File: src/rtl/alu_issue_ctrl.sv
// Issue controller for one ALU: accepts a tagged request, pulses the instruction
// for one cycle, waits out the ALU latency and hands back the captured result.
module alu_issue_ctrl #(
    parameter int DATA_W  = 65,
    parameter int INSTR_W = 33,
    parameter int TAG_W   = 4,
    parameter int ALU_LAT = 1,
    parameter int NOP_OP  = 128,
    parameter int CNT_W   = 16
) (
    input  logic               c,
    input  logic               rst_n,
    input  logic               cmd_valid,
    output logic               cmd_ready,
    input  logic [INSTR_W-1:0] cmd_op,
    input  logic [DATA_W-1:0]  cmd_a,
    input  logic [DATA_W-1:0]  cmd_b,
    input  logic [TAG_W-1:0]   cmd_tag,
    output logic [DATA_W-1:0]  alu_a,
    output logic [DATA_W-1:0]  alu_b,
    output logic [INSTR_W-1:0] alu_instr,
    input  logic [DATA_W-1:0]  alu_out,
    output logic               rsp_valid,
    input  logic               rsp_ready,
    output logic [DATA_W-1:0]  rsp_data,
    output logic [TAG_W-1:0]   rsp_tag,
    output logic [CNT_W-1:0]   done_cnt,
    output logic               busy
);

    // A latency below one would leave WAIT with nothing to count, so clamp it.
    localparam int LAT_EFF = (ALU_LAT < 1) ? 1 : ALU_LAT;
    localparam int WCNT_W  = (LAT_EFF < 2) ? 1 : $clog2(LAT_EFF + 1);

    localparam logic [INSTR_W-1:0] NOP_INSTR = INSTR_W'(NOP_OP);
    localparam logic [WCNT_W-1:0]  LAT_INIT  = WCNT_W'(LAT_EFF);
    localparam logic [WCNT_W-1:0]  WCNT_ONE  = WCNT_W'(1);
    localparam logic [CNT_W-1:0]   CNT_ONE   = CNT_W'(1);

    typedef enum logic [1:0] {
        IDLE  = 2'd0,
        ISSUE = 2'd1,
        WAIT  = 2'd2,
        RESP  = 2'd3
    } state_t;

    state_t               state_reg;
    logic [WCNT_W-1:0]    wait_cnt_reg;
    logic [TAG_W-1:0]     tag_reg;
    logic [DATA_W-1:0]    alu_a_reg;
    logic [DATA_W-1:0]    alu_b_reg;
    logic [INSTR_W-1:0]   alu_instr_reg;
    logic                 rsp_valid_reg;
    logic [DATA_W-1:0]    rsp_data_reg;
    logic [TAG_W-1:0]     rsp_tag_reg;
    logic [CNT_W-1:0]     done_cnt_reg;

    always_ff @(posedge c) begin
        if (!rst_n) begin
            state_reg     <= IDLE;
            wait_cnt_reg  <= '0;
            tag_reg       <= '0;
            alu_a_reg     <= '0;
            alu_b_reg     <= '0;
            alu_instr_reg <= NOP_INSTR;
            rsp_valid_reg <= 1'b0;
            rsp_data_reg  <= '0;
            rsp_tag_reg   <= '0;
            done_cnt_reg  <= '0;
        end else begin
            case (state_reg)
                IDLE: begin
                    if (cmd_valid) begin
                        alu_a_reg     <= cmd_a;
                        alu_b_reg     <= cmd_b;
                        alu_instr_reg <= cmd_op;
                        tag_reg       <= cmd_tag;
                        state_reg     <= ISSUE;
                    end
                end
                ISSUE: begin
                    // The ALU samples the op on this edge; from here on it must see NOP
                    // so its output register holds still until we capture it.
                    alu_instr_reg <= NOP_INSTR;
                    wait_cnt_reg  <= LAT_INIT;
                    state_reg     <= WAIT;
                end
                WAIT: begin
                    wait_cnt_reg <= wait_cnt_reg - WCNT_ONE;
                    if (wait_cnt_reg == WCNT_ONE) begin
                        rsp_data_reg  <= alu_out;
                        rsp_tag_reg   <= tag_reg;
                        rsp_valid_reg <= 1'b1;
                        state_reg     <= RESP;
                    end
                end
                RESP: begin
                    if (rsp_ready) begin
                        rsp_valid_reg <= 1'b0;
                        done_cnt_reg  <= done_cnt_reg + CNT_ONE;
                        state_reg     <= IDLE;
                    end
                end
                default: begin
                    state_reg <= IDLE;
                end
            endcase
        end
    end

    assign cmd_ready = (state_reg == IDLE);
    assign busy      = (state_reg != IDLE);
    assign alu_a     = alu_a_reg;
    assign alu_b     = alu_b_reg;
    assign alu_instr = alu_instr_reg;
    assign rsp_valid = rsp_valid_reg;
    assign rsp_data  = rsp_data_reg;
    assign rsp_tag   = rsp_tag_reg;
    assign done_cnt  = done_cnt_reg;

endmodule

File: config.mk
export PLATFORM = sky130hd
export DESIGN_NAME = alu_issue_ctrl
export DESIGN_NICKNAME = d
export VERILOG_FILES = /design/src/rtl/alu_issue_ctrl.sv
export SDC_FILE = /design/constraint.sdc
export NUM_CORES = 1
export LEC_CHECK = 0
export BUFFER_PORTS_ARGS = -buffer_cell sky130_fd_sc_hd__buf_2
export CAP_MARGIN = 0
export CELL_PAD_IN_SITES_DETAIL_PLACEMENT = 1
export CELL_PAD_IN_SITES_GLOBAL_PLACEMENT = 1
export CORE_AREA = 2 2 187 189
export CTS_BUF_LIST = sky130_fd_sc_hd__clkbuf_4
export DETAILED_ROUTE_END_ITERATION = 8
export DIE_AREA = 0 0 189 191
export PLACE_DENSITY_LB_ADDON = 0.08
export SYNTH_ARGS = -nofsm -noshare
export SYNTH_HDL_FRONTEND = slang
export SYNTH_SLANG_ARGS = --single-unit
File: constraint.sdc
create_clock -name c -period 2.25 [get_ports c]
set_clock_uncertainty 0.2 [all_clocks]
set_input_delay 0.225 -clock c [delete_from_list [all_inputs] [get_ports c]]
set_output_delay 0.225 -clock c [all_outputs]
set_load 0.005 [all_outputs]
# Word level (Yosys, flattened, before mapping)

Index checks and enable logic that the tools add are counted.

$add $sub $neg: 2
Equality and inequality tests: 6
Mux-type cells: 10
Reductions and logical operators: 11

Operators with widths:

| cell                    | count |
|---|---|
| $pmux W33 S2            | 1 |
| $mux W33                | 1 |
| $add A16 B1 Y16 const B | 1 |
| $pmux W2 S4             | 1 |
| $reduce_and A2 Y1       | 4 |
| $reduce_bool A2 Y1      | 4 |
| $mux W2                 | 3 |
| $ne A2 B2 Y1 const B    | 3 |
| $reduce_and A3 Y1       | 2 |
| $eq A2 B2 Y1 const B    | 2 |
| $pmux W1 S2             | 2 |
| $eq A2 B1 Y1 const B    | 1 |
| $logic_not A2 Y1        | 1 |
| $mux W1                 | 2 |
| $sub A1 B1 Y1 const B   | 1 |

Flip-flop bits (word level): 256
Bits of input ports: 236
Output and inout port bits: 251
Word-level logic and storage cells: 39

# Logic depth before layout (Yosys ltp)

Gate-level depths: netlist (run 1).

Depth in word-level cells: 3
Gate-level depth with buffers: 8
Mapped depth without buffers: 6

# Worst setup path before layout (run 1)

OpenSTA, ideal clock, no wires.

Path kind: register to register
Start point: register state_reg[0]
End point: register alu_instr_reg[10], in the netlist alu_instr[10]
Library setup time: 65 ps
Arrival: 1483 ps
Data required time: 1985 ps
Slack: 502 ps
Cell stages (with the launch flop): 9
Path buffers: 2
Period minus slack after synthesis: 1748 ps
Cell sequence: dfxtp_1 inv_1 ha_1 and2_1 buf_2 a21oi_2 buf_4 a22oi_1 nor2_1

Longest elaborated chain between the ends: 3
Elaborated cells between the ends (all ways): 6
Classes of those cells: 2 x eq/ne; 1 x mux; 3 x reduce/logical

Ends and longest elaborated chain:

| element                                                      | line | source |
|---|---|---|
| start: declaration                                           | 47   | `state_t state_reg;` |
| start signal: assignment                                     | 60   | `state_reg <= IDLE;` |
| start signal: assignment                                     | 78   | `state_reg <= ISSUE;` |
| start signal: assignment                                     | 86   | `state_reg <= WAIT;` |
| $logic_not A2 Y1 *                                           | n/a  |  |
| net cmd_ready                                                | 14   | `output logic cmd_ready,` |
| $ne A2 B2 Y1 (no line) or $reduce_bool A2 Y1 (tied branches) | n/a  |  |
| $reduce_and A2 Y1 (no line)                                  | n/a  |  |
| end signal: assignment                                       | 76   | `alu_instr_reg <= cmd_op;` |
| end: declaration                                             | 52   | `logic [INSTR_W-1:0] alu_instr_reg;` |

The timed path passes the listed nets; every way through them passes the cells marked *.
A chain may end at the register's enable or synchronous reset.

# Final worst setup path (run 1)

Start point: register state_reg[0]
End point: register alu_a_reg[27], in the netlist alu_a[27]

Longest elaborated chain between the ends: 2

Ends and longest elaborated chain:

| element                     | line | source |
|---|---|---|
| $logic_not A2 Y1            | 71   | `case (state_reg)` |
| $reduce_and A2 Y1 (no line) | n/a  |  |
| end signal: assignment      | 74   | `alu_a_reg <= cmd_a;` |
| end: declaration            | 50   | `logic [DATA_W-1:0] alu_a_reg;` |

Every way passes these cells.

==> results of run 1 <==
## worst max path at each step
stage	start	end	slack, ns
floorplan	state_reg[0]	alu_instr[10]	0.50
detailed placement	state_reg[0]	alu_a[1]	0.31
global placement	state_reg[0]	alu_b[30]	0.37
finish	state_reg[0]	alu_a[27]	0.21
global route	state_reg[0]	busy	0.02
CTS	state_reg[0]	busy	0.07
## layer usage
metal / part of all wire / wire (um)
met2: 0.50 / 18700
met1: 0.40 / 15100
met4: 0.032 / 1190
met3: 0.065 / 2430
met5: 0 / 0
## worst register-to-register path, delay by kind of cell, from the launching register on
family | cells | cell delay [ns]
compound gates | 1 | 0.12
fa+ha+maj | 1 | 0.25
buf+inv | 2 | 0.67
flops | 1 | 0.34
simple gates | 2 | 0.39
## cell type report
cell class	count	area share
Multi-Input combinational cell	761	0.229
Sequential cell	256	0.333
Inverter	10	0.00293
Clock inverter	17	0.00944
Tap cell	455	0.0370
Clock buffer	111	0.0542
Antenna cell	3	0.000488
Timing Repair Buffer	748	0.334
## cell families after synthesis
family	synth area share
compound gates	0.148
mux	0.00332
flops	0.567
buf+inv	0.0451
xor+xnor	0.0107
simple gates	0.219
fa+ha+maj	0.00692
## stage by stage
stage	total power (uW)	util	cell area (um^2)	hold slack [ns]
5_1_grt	15100	0.451	15400	0.0177
6_report	14100	0.451	15400	0.122
3_5_place_dp	9240	0.349	11900	0.244
2_1_floorplan	7620	-	9040	0.101
4_1_cts	14400	0.451	15400	0.000926
3_3_place_gp	9170	0.349	11900	0.238
## cells in the final DEF (no fill, tap or decap), types with 2 or more instances in the layout
master,count
a21oi_1,207
a22oi_1,32
buf_12,9
buf_2,486
buf_4,5
bufinv_16,3
clkbuf_4,111
clkinv_1,12
clkinv_2,2
dfxtp_1,256
diode_2,3
dlygate4sd3_1,248
ha_1,4
inv_1,9
mux2i_1,3
nand2_1,417
nand2b_1,2
nand3_1,3
nand4_1,2
nand4_2,2
nor2_1,46
nor2_2,2
nor2b_1,2
nor3_1,6
nor4_2,2
o21ai_0,3
or3_1,2
xnor2_1,6
xor2_1,5
## repair_timing
item,4_1_cts,5_1_grt
resized for setup,1,0
hold buffers,248,0
hold endpoints to repair,253,0
setup endpoints to repair,1,0
## where the power goes
part	switching (uW)	internal, uW	leakage, uW
registers	338	5230	0.00209
logic	2250	1680	0.00438
clock network	2000	2580	0.000580
total	4600	9490	0.00705
==> Implementation_results.wiki, run 1 <==
{| class="wikitable"
! Metric !! Value
|-
| Run status || complete, no violations
|-
| Std cell rows || 68
|-
| CTS sink count || 256
|-
| Final worst path period share || 0.908
|-
| Maximum clock insertion buffer count || 3
|-
| Number of maximum-capacitance violations || 0
|-
| Cell at the root of the clock tree || clkbuf_4
|-
| Hold worst-path end || alu_b[16]
|-
| Met2 usage || 0.346
|-
| R2R Setup Slk || 0.21 ns
|-
| Final ANT Viol Nets || 0
|-
| Slew at the pin closest to its max-slew limit || 0.483 ns
|-
| Filler cell count in the final layout || 4204
|-
| Worst Path Required || 2.65 ns
|-
| Number of placed instances, taps included || 1982
|-
| Post-CTS setup buffer count || 0
|-
| CP peak stage delay || 0.58 ns
|-
| Area contributors post-synth || dfxtp_1 (57%), nand2_1 (17%), a21oi_1 (11%)
|-
| Met3 routing resource usage after global routing || 0.0615
|-
| Synthesis-to-layout area growth || 70.2%
|-
| Setup violations, final || 0
|-
| Post-route insts no fill || 2361
|-
| Post-synthesis cell count || 1104
|-
| Standby leakage power || 0.00705 uW
|-
| Async set-reset flop share out of synthesis || 0
|-
| Number of enable-type register cells in the synthesized netlist || 0
|-
| Die outline area || 0.0361 mm^2
|-
| Mean Syn Cell Area || 8.19 um^2
|-
| Top Family by Delay on Critical Path || buffers and inverters
|-
| Number of H-tree branching levels || 3
|-
| Met1 track demand over resource || 0.221
|-
| Global-route total usage across every layer || 0.199
|-
| Remaining design rule violation count || 0
|-
| Count of pins on the block boundary || 487
|-
| Final weighted congestion of routability-driven global placement || 0.751
|-
| CP arrival || 2.45 ns
|-
| Clock period minus final worst setup slack || 2.04 ns
|-
| Number of detailed-routing iterations run before antenna repair || 4
|-
| Most crowded layer after global routing || met2
|-
| Critical Path Fanout Max || 14
|-
| Capturing element type of the critical path || flop
|-
| Most used flip-flop cell after synthesis || dfxtp_1
|-
| Via density per instance || 4.39
|-
| Power Dens Cells || 916 mW/mm^2
|-
| Top cell type by total area after synthesis || dfxtp_1
|-
| Register cell area after layout || 0.00512 mm^2
|-
| Wire length of the first global-routing pass || 57100 um
|-
| Starting DRC count in detailed routing || 338
|-
| IO buf count || 486
|-
| Critical R2R Capture || alu_a[27]
|-
| Register bit count reported by yosys || 256
|-
| Number of buffers inserted during clock tree synthesis || 76
|-
| Starting Density || 0.265
|-
| Height of the die || 191 um
|-
| Synth top area share || 0.567
|-
| Syn nets || 1345
|-
| Count of different cell masters after synthesis || 36
|-
| Multi-input gate area in the final layout || 0.00352 mm^2
|-
| Routed wirelength normalized by instance count || 15.8 um
|-
| Min-Delay Path Depth || 4
|-
| Series of cell instances along the critical path || inv_1, ha_2, and2_4, nand2_1, dlygate4sd3_1, a21oi_1
|-
| Number of cells on the critical path || 6
|-
| Post-detailed-routing wire length || 37400 um
|-
| Worst setup margin || 0.207 ns
|-
| Share of post-route cells with drive strength above 1 || 0.333
|-
| Clk Latency, worst-skew pair || 0.68 ns
|-
| Total Nets Final || 2094
|-
| Final max-slew violation count || 0
|-
| Vias in the first global route || 10845
|-
| Post-Synthesis Cell Area || 0.00904 mm^2
|-
| Area of the core || 0.0341 mm^2
|-
| Initial antenna violation count || 3
|-
| Clk slew on worst S/H paths || 0.06 ns
|-
| Worst vdd ir || 0.438 mV
|-
| Critical path class || reg -> reg
|-
| Pin count of the biggest net entering global routing || 86
|-
| Detailed placement HPWL || 24300 um
|-
| Ranking of synthesized cells by instance count || nand2_1 (418), dfxtp_1 (256), a21oi_1 (207)
|-
| Hold wc startpoint || cmd_b[16]
|-
| Hold violation count in the final report || 0
|-
| Setup WS pre-CTS || 0.315 ns
|-
| Worst Reg-to-Reg Cells || 6
|-
| Max stage delay cell, worst path || dlygate4sd3_1
|-
| Gr ovfl total || 0
|-
| WP buf/inv || 2
|-
| Fmax || 489 MHz
|-
| Most common cell in the netlist || nand2_1
|-
| Sequential element share of the synthesized area || 0.567
|-
| Horizontal die dimension || 189 um
|-
| Routed vias || 10353
|-
| Clock tree from TritonCTS || built
|-
| Summed negative setup slack over all endpoints || 0 ns
|-
| Worst r2r src || state_reg[0]
|-
| Startpoint class of the critical path || flop
|-
| Tightest Hold Check Type || in -> reg
|-
| Synth warn || 0
|-
| Setup repair after global routing missed its margin || false
|-
| Worst slew margin || 0.678
|}
Power figures use the tool's default switching activity.
==> run 2, diff against run 1 <==
--- a/config.mk
+++ b/config.mk
@@ -14,6 +14,7 @@
 export DETAILED_ROUTE_END_ITERATION = 8
 export DIE_AREA = 0 0 189 191
 export PLACE_DENSITY_LB_ADDON = 0.08
+export SETUP_SLACK_MARGIN = 0.2
 export SYNTH_ARGS = -nofsm -noshare
 export SYNTH_HDL_FRONTEND = slang
 export SYNTH_SLANG_ARGS = --single-unit
==> constraint.sdc (replaced) <==
create_clock -name c -period 2.25 [get_ports c]
set_clock_uncertainty 0.2 [all_clocks]
set_input_delay 0.45 -clock c [delete_from_list [all_inputs] [get_ports c]]
set_output_delay 0.45 -clock c [all_outputs]
set_load 0.005 [all_outputs]
==> run 2 against run 1 <==
Effect of this change:
- combinational power up 4%
- fmax is 1.4% lower
- first-iteration DRC count down 12%
- clock power shrank 7.6%
- global-route usage up 0.28 points
- critical path depth decreased by 2
==> Implementation_results.wiki, run 2 (same netlist as run 1, synthesis figures left out) <==
{| class="wikitable"
! Metric !! Value
|-
| Run status || complete, no violations (unchanged)
|-
| CP arrival || 1.42 ns (was 2.45 ns)
|-
| Detailed placement HPWL || 24700 um (was 24300 um)
|-
| Final max-slew violation count || 0 (unchanged)
|-
| Summed negative setup slack over all endpoints || 0 ns (unchanged)
|-
| Maximum clock insertion buffer count || 3 (unchanged)
|-
| Area of the core || 0.0341 mm^2 (unchanged)
|-
| Combinational power share || 0.294 (was 0.280)
|-
| Setup WS pre-CTS || 0.282 ns (was 0.315 ns)
|-
| Setup repair after global routing missed its margin || true (was false)
|-
| Cell at the root of the clock tree || clkbuf_4 (unchanged)
|-
| Clk slew on worst S/H paths || 0.06 ns (about the same)
|-
| Gr ovfl total || 0 (unchanged)
|-
| Total Nets Final || 2093 (was 2094)
|-
| Die outline area || 0.0361 mm^2 (unchanged)
|-
| Power Internal || 9250 uW (was 9490 uW)
|-
| Share of post-route cells with drive strength above 1 || 0.342 (was 0.333)
|-
| Worst slew margin || 0.755 (was 0.678)
|-
| Horizontal die dimension || 189 um (unchanged)
|-
| Capturing element type of the critical path || output pin (was flop)
|-
| Std cell rows || 68 (unchanged)
|-
| Wire length of the first global-routing pass || 58000 um (was 57100 um)
|-
| Global-route total usage across every layer || 0.202 (was 0.199)
|-
| Tightest Hold Check Type || reg -> reg (was in -> reg)
|-
| Fmax || 483 MHz (was 489 MHz)
|-
| Critical path class || reg -> out (was reg -> reg)
|-
| Worst Path Required || 1.60 ns (was 2.65 ns)
|-
| Number of H-tree branching levels || 3 (unchanged)
|-
| Count of pins on the block boundary || 487 (unchanged)
|-
| Vias in the first global route || 10918 (was 10845)
|-
| Clock period minus final worst setup slack || 2.07 ns (was 2.04 ns)
|-
| Total cell area at the placement stage || 0.0120 mm^2 (was 0.0119 mm^2)
|-
| Worst vdd ir || 0.471 mV (was 0.438 mV)
|-
| Number of maximum-capacitance violations || 0 (unchanged)
|-
| Startpoint class of the critical path || flop (unchanged)
|-
| Final worst path period share || 0.921 (was 0.908)
|-
| Number of detailed-routing iterations run before antenna repair || 4 (unchanged)
|-
| Total non-filler cell area in the finished layout || 0.0153 mm^2 (was 0.0154 mm^2)
|-
| IO buf count || 486 (unchanged)
|-
| Routed wirelength normalized by instance count || 15.9 um (was 15.8 um)
|-
| Slew at the pin closest to its max-slew limit || 0.368 ns (was 0.483 ns)
|-
| CTS sink count || 256 (unchanged)
|-
| Remaining design rule violation count || 0 (unchanged)
|-
| Worst setup margin || 0.179 ns (was 0.207 ns)
|-
| Starting Density || 0.265 (unchanged)
|-
| Hold violation count in the final report || 0 (unchanged)
|-
| Final weighted congestion of routability-driven global placement || 0.752 (was 0.751)
|-
| Standby leakage power || 0.00705 uW (about the same)
|-
| Synthesis-to-layout area growth || 69.4% (was 70.2%)
|-
| Clk Latency, worst-skew pair || 0.68 ns (about the same)
|-
| Final ANT Viol Nets || 0 (unchanged)
|-
| Sw Share || 0.334 (was 0.326)
|-
| Sw Pwr || 4630 uW (was 4600 uW)
|-
| Number of buffers inserted during clock tree synthesis || 76 (unchanged)
|-
| Post-detailed-routing wire length || 37600 um (was 37400 um)
|-
| Clock tree from TritonCTS || built (unchanged)
|-
| Pin count of the biggest net entering global routing || 74 (was 86)
|-
| Setup violations, final || 0 (unchanged)
|-
| Height of the die || 191 um (unchanged)
|-
| Via density per instance || 4.41 (was 4.39)
|-
| Register share of total power || 0.401 (was 0.395)
|-
| Proportion of power drawn by the clock network || 0.305 (was 0.325)
|-
| Routed vias || 10406 (was 10353)
|-
| Most used cells in the layout excluding fill and tap cells || buf_2 (485), nand2_1 (417), dfxtp_1 (249) (was buf_2 (486), nand2_1 (417), dfxtp_1 (256))
|-
| Critical Path Fanout Max || 5 (was 14)
|-
| Initial antenna violation count || 2 (was 3)
|-
| Starting DRC count in detailed routing || 298 (was 338)
|-
| Most common cell after layout, fill and taps aside || buf_2 (unchanged)
|-
| Power Dens Cells || 907 mW/mm^2 (was 916 mW/mm^2)
|}
run 2: path summary, 6_finish.rpt:
| check | start | to | slack (ns) | depth (start not counted) |
|---|---|---|---|---|
| worst max-delay path | state_reg[0] | busy | 0.18 | 4 |
| worst min-delay path | tag_reg[0] | rsp_tag[0] | 0.24 | 2 |
| worst max register to register | state_reg[0] | done_cnt[7] | 0.25 | 7 |
| worst min register to register | tag_reg[0] | rsp_tag[0] | 0.24 | 2 |
run 2: metrics by stage:
step | std cells | total power [uW] | utilization | hold WS [ns]
6_report | 2358 | 13900 | 0.449 | 0.243
3_5_place_dp | 1987 | 9300 | 0.351 | 0.243
2_1_floorplan | 1104 | 7620 | - | 0.232
3_3_place_gp | 1987 | 9220 | 0.351 | 0.239
4_1_cts | 2354 | 14100 | 0.448 | 0.241
5_1_grt | 2358 | 14900 | 0.449 | 0.267
run 2: cell type report:
type | instances | area [um^2]
Clock buffer | 111 | 833
Multi-Input combinational cell | 761 | 3530
Clock inverter | 16 | 60.1
Sequential cell | 256 | 5130
Timing Repair Buffer | 747 | 5140
Antenna cell | 2 | 5.00
Fill cell | 4238 | 18800
Inverter | 10 | 45.0
Tap cell | 455 | 569
run 2: metal layers:
| metal | GRT usage | wire length (um) | up-vias | share of wire |
|---|---|---|---|---|
| met5 | 0 | 0 | - | 0 |
| met4 | 0.106 | 1580 | 0 | 0.042 |
| met3 | 0.0593 | 2580 | 102 | 0.069 |
| met2 | 0.360 | 18900 | 368 | 0.50 |
| met1 | 0.216 | 14500 | 4815 | 0.39 |
| li1 | - | - | 5121 | - |
run 2: worst max-delay path: stages, from the launching register on:
cell and delay [ns]:
dfxtp_2 0.33, inv_2 0.08, ha_4 0.17, inv_2 0.04, buf_6 0.11
run 2: timing repair:
| item | in CTS | in global routing |
|---|---|---|
| setup endpoints to repair | 5 | 13 |
| pin swaps | 1 | 1 |
| setup buffers | 5 | 2 |
| hold endpoints to repair | 241 | 0 |
| gates resized for setup | 12 | 3 |
| hold buffers | 235 | 0 |
run 2: power groups by stage:
stage	clock, uW	combinational [uW]	sequential, uW
after global placement	0	3590	5640
after global routing	4730	4530	5650
final	4240	4080	5570
after detailed placement	0	3640	5660
after CTS	4450	4130	5560
after floorplan	0	1900	5720
==> run 3, diff against run 2 <==
==> constraint.sdc (replaced) <==
create_clock -name c -period 2.25 [get_ports c]
set_clock_uncertainty 0.2 [all_clocks]
set_input_delay 0.1125 -clock c [delete_from_list [all_inputs] [get_ports c]]
set_output_delay 0.1125 -clock c [all_outputs]
set_load 0.005 [all_outputs]
==> run 3 against run 2 <==
Effect of this change:
- the flow now stops in 4_1_cts
- area after synthesis unchanged
- synthesized cell count unchanged
==> Implementation_results.wiki, run 3 <==
{| class="wikitable"
! Metric !! Value
|-
| Run status || stopped before the end (was complete, no violations)
|-
| Last step reached || 4_1_cts
|-
| Run-stopping error || [ERROR RSZ-0060] Max buffer count reached.
|-
| Most common cell in the netlist || nand2_1 (unchanged)
|-
| Post-CTS setup buffer count || 0 (was 5)
|-
| Register bit count reported by yosys || 256 (unchanged)
|-
| Sequential element share of the synthesized area || 0.567 (unchanged)
|-
| Top cell type by total area after synthesis || dfxtp_1 (unchanged)
|-
| Count of cells resized by post-cts repair || 1 (was 12)
|-
| Ranking of synthesized cells by instance count || nand2_1 (418), dfxtp_1 (256), a21oi_1 (207) (unchanged)
|-
| Number of buffers inserted during clock tree synthesis || 74 (was 76)
|-
| Count of pins on the block boundary || 487 (unchanged)
|-
| Area contributors post-synth || dfxtp_1 (57%), nand2_1 (17%), a21oi_1 (11%) (unchanged)
|-
| Syn nets || 1345 (unchanged)
|-
| Height of the die || 191 um (unchanged)
|-
| Count of different cell masters after synthesis || 36 (unchanged)
|-
| Post-synthesis cell count || 1104 (unchanged)
|-
| Synth top area share || 0.567 (unchanged)
|-
| Async set-reset flop share out of synthesis || 0 (unchanged)
|-
| CTS sink count || 256 (unchanged)
|-
| Cell at the root of the clock tree || clkbuf_4 (unchanged)
|-
| Starting Density || 0.265 (unchanged)
|-
| Final weighted congestion of routability-driven global placement || 0.750 (was 0.752)
|-
| Detailed placement HPWL || 24400 um (was 24700 um)
|-
| Horizontal die dimension || 189 um (unchanged)
|-
| Synth warn || 0 (unchanged)
|-
| Cts hold-fix bufs || 421 (was 235)
|-
| Number of enable-type register cells in the synthesized netlist || 0 (unchanged)
|-
| Std cell rows || 68 (unchanged)
|-
| Most used flip-flop cell after synthesis || dfxtp_1 (unchanged)
|-
| Maximum clock insertion buffer count || 3 (unchanged)
|-
| IO buf count || 486 (unchanged)
|-
| Mean Syn Cell Area || 8.19 um^2 (unchanged)
|-
| Number of H-tree branching levels || 3 (unchanged)
|-
| Post-Synthesis Cell Area || 0.00904 mm^2 (unchanged)
|}
run 3: cell counts after synthesis:
No cell type changed its count.
run 3: metrics by stage:
stage	util	setup slack, ns	cell area, um^2	hold WS [ns]	instances
after floorplan	-	0.502	9040	-0.0113	1104
after global placement	0.350	0.376	11900	0.152	1981
after detailed placement	0.350	0.289	11900	0.160	1981
run 3: cells by family after synthesis:
kind of cell,Yosys count,share of synthesized area
compound gates,247,0.148
xor+xnor,11,0.0107
fa+ha+maj,5,0.00692
buf+inv,87,0.0451
flops,256,0.567
mux,3,0.00332
simple gates,495,0.219
==> run 4, diff against run 3 <==
==> config.mk (replaced) <==
export PLATFORM = sky130hd
export DESIGN_NAME = alu_issue_ctrl
export DESIGN_NICKNAME = d
export VERILOG_FILES = /design/src/rtl/alu_issue_ctrl.sv
export SDC_FILE = /design/constraint.sdc
export NUM_CORES = 1
export LEC_CHECK = 0
export BUFFER_PORTS_ARGS = -buffer_cell sky130_fd_sc_hd__buf_2
export CAP_MARGIN = 0
export CORE_AREA = 2 2 190 192
export DETAILED_ROUTE_END_ITERATION = 8
export DIE_AREA = 0 0 192 194
export PLACE_DENSITY_LB_ADDON = 0.15
export SYNTH_ARGS = -nofsm -noshare
export SYNTH_HDL_FRONTEND = slang
export SYNTH_SLANG_ARGS = --single-unit
==> run 4 against run 3 <==
Effect of this change:
- the flow now finishes without violations
==> Implementation_results.wiki, run 4 (same netlist as run 1, synthesis figures left out) <==
{| class="wikitable"
! Metric !! Value
|-
| Most used cells in the layout excluding fill and tap cells || buf_2 (486), nand2_1 (417), dfxtp_1 (256)
|-
| CTS sink count || 256 (unchanged)
|-
| Hold violation count in the final report || 0
|-
| Post-route insts no fill || 2279
|-
| Min-Delay Path Depth || 4
|-
| Power Dens Cells || 914 mW/mm^2
|-
| Number of maximum-capacitance violations || 0
|-
| Tightest Hold Check Type || in -> reg
|-
| Critical path class || reg -> reg
|-
| Initial antenna violation count || 2
|-
| Filler cell count in the final layout || 3586
|-
| Startpoint class of the critical path || flop
|-
| Capturing element type of the critical path || flop
|-
| Final Util || 0.432
|-
| Worst setup margin || 0.277 ns
|-
| Setup repair after global routing missed its margin || false
|-
| Starting Density || 0.257 (was 0.265)
|-
| Via density per instance || 4.32
|-
| Final ANT Viol Nets || 0
|-
| Total Nets Final || 2038
|-
| Routed wirelength normalized by instance count || 14.6 um
|-
| Routed vias || 9838
|-
| Final max-slew violation count || 0
|-
| Pin count of the biggest net entering global routing || 88
|-
| Share of post-route cells with drive strength above 1 || 0.308
|-
| Number of placed instances, taps included || 1990 (was 1981)
|-
| Met1 track demand over resource || 0.203
|-
| Synthesis-to-layout area growth || 68.5%
|-
| Setup WS pre-CTS || 0.382 ns (was 0.289 ns)
|-
| CP arrival || 2.20 ns
|-
| Met3 routing resource usage after global routing || 0.0344
|-
| Horizontal die dimension || 192 um (was 189 um)
|-
| Number of buffers inserted during clock tree synthesis || 30 (was 74)
|-
| Worst Path Required || 2.47 ns
|-
| Summed negative setup slack over all endpoints || 0 ns
|-
| Post-detailed-routing wire length || 33200 um
|-
| Detailed placement HPWL || 22000 um (was 24400 um)
|-
| Height of the die || 194 um (was 191 um)
|-
| Die outline area || 0.0372 mm^2
|-
| Fmax || 507 MHz
|-
| Count of pins on the block boundary || 487 (unchanged)
|-
| Clock tree from TritonCTS || built
|-
| Clock period minus final worst setup slack || 1.97 ns
|-
| Total cell area at the placement stage || 0.0119 mm^2 (about the same)
|-
| Vias in the first global route || 9608
|-
| Cell at the root of the clock tree || clkbuf_16 (was clkbuf_4)
|-
| Worst vdd ir || 0.581 mV
|-
| R2R Setup Slk || 0.28 ns
|-
| Met2 usage || 0.292
|-
| Final worst path period share || 0.877
|-
| Total non-filler cell area in the finished layout || 0.0152 mm^2
|-
| Multi-input gate area in the final layout || 0.00352 mm^2
|-
| Critical R2R Capture || alu_instr[7]
|-
| Beginning of the critical path || state_reg[0]
|-
| Worst slew margin || 0.695
|-
| Run status || complete, no violations (was stopped before the end)
|-
| CP peak stage delay || 0.57 ns
|-
| Final weighted congestion of routability-driven global placement || 0.799 (was 0.750)
|-
| Count of cells resized by post-cts repair || 0 (was 1)
|-
| Most crowded layer after global routing || met2
|-
| Standby leakage power || 0.00690 uW
|-
| Remaining design rule violation count || 0
|-
| Number of H-tree branching levels || 1 (was 3)
|-
| Worst r2r src || state_reg[0]
|-
| Most common cell after layout, fill and taps aside || buf_2
|-
| Global-route total usage across every layer || 0.168
|-
| IO buf count || 486 (unchanged)
|-
| Number of detailed-routing iterations run before antenna repair || 5
|-
| Worst Reg-to-Reg Cells || 6
|-
| Slew at the pin closest to its max-slew limit || 0.457 ns
|-
| Area of the core || 0.0352 mm^2
|-
| Hold wc startpoint || cmd_op[22]
|-
| Series of cell instances along the critical path || inv_1, ha_1, nand2_4, nor3_1, dlygate4sd3_1, o21ai_0
|-
| Max stage delay cell, worst path || dlygate4sd3_1
|-
| Clk Latency, worst-skew pair || 0.55 ns
|-
| WP buf/inv || 2
|-
| Std cell rows || 69 (was 68)
|-
| Critical Path Fanout Max || 6
|-
| Maximum clock insertion buffer count || 3 (unchanged)
|-
| Clk slew on worst S/H paths || 0.06 ns
|-
| Register cell area after layout || 0.00512 mm^2
|-
| Top Family by Delay on Critical Path || buffers and inverters
|-
| Hold worst-path end || alu_instr[22]
|-
| Setup violations, final || 0
|-
| Wire length of the first global-routing pass || 50900 um
|-
| Gr ovfl total || 0
|-
| Starting DRC count in detailed routing || 343
|}
-- run 4: layout make-up --
| type | instances | share of cell area |
|---|---|---|
| Clock buffer | 47 | 0.0582 |
| Timing Repair Buffer | 738 | 0.331 |
| Tap cell | 461 | 0.0379 |
| Antenna cell | 1 | 0.000164 |
| Clock inverter | 5 | 0.00205 |
| Multi-Input combinational cell | 761 | 0.231 |
| Sequential cell | 256 | 0.337 |
| Inverter | 10 | 0.00296 |
-- run 4: repair_timing --
| action | in CTS | in global routing |
|---|---|---|
| buffers inserted | 0 | 0 |
| hold buffers | 236 | 0 |
| hold endpoints to repair | 252 | 0 |
-- run 4: worst max path at each step --
stage                    endpoint  slack, ns  cells after the start
floorplan           alu_instr[10]       0.50                      8
global placement        alu_a[35]       0.40                      6
detailed placement      alu_b[34]       0.38                      6
CTS                  alu_instr[7]       0.30                      6
global route         alu_instr[7]       0.14                      6
finish               alu_instr[7]       0.28                      6
-- run 4: worst register-to-register path: cells and delay by family (launching register included) --
kind,cells,cell delay (ns)
buffers and inverters,2,0.66
flip-flops,1,0.34
adder cells (fa/ha/maj),1,0.31
AND/OR/NAND/NOR,2,0.26
AO/OA/AOI/OAI,1,0.09
-- run 4: per-stage QoR --
stage	power, uW	hold slack [ns]
detailed placement	9180	0.159
CTS	14200	0.107
floorplan	7620	-0.0113
global placement	9140	0.152
finish	13900	0.145
global route	14800	0.140
-- run 4: power breakdown --
part	switching, uW	internal (uW)	total, uW
registers	348	5230	5580
clock network	1890	2670	4560
logic	2130	1640	3780
total	4370	9540	13900
-- run 4: layer usage --
layer  wire, um  vias up  part of all wire
li1           -     4986                 -
met1      13900     4495              0.42
met2      16100      281              0.49
met3       2090       74             0.063
met4       1110        2             0.033
met5         13        -           0.00039
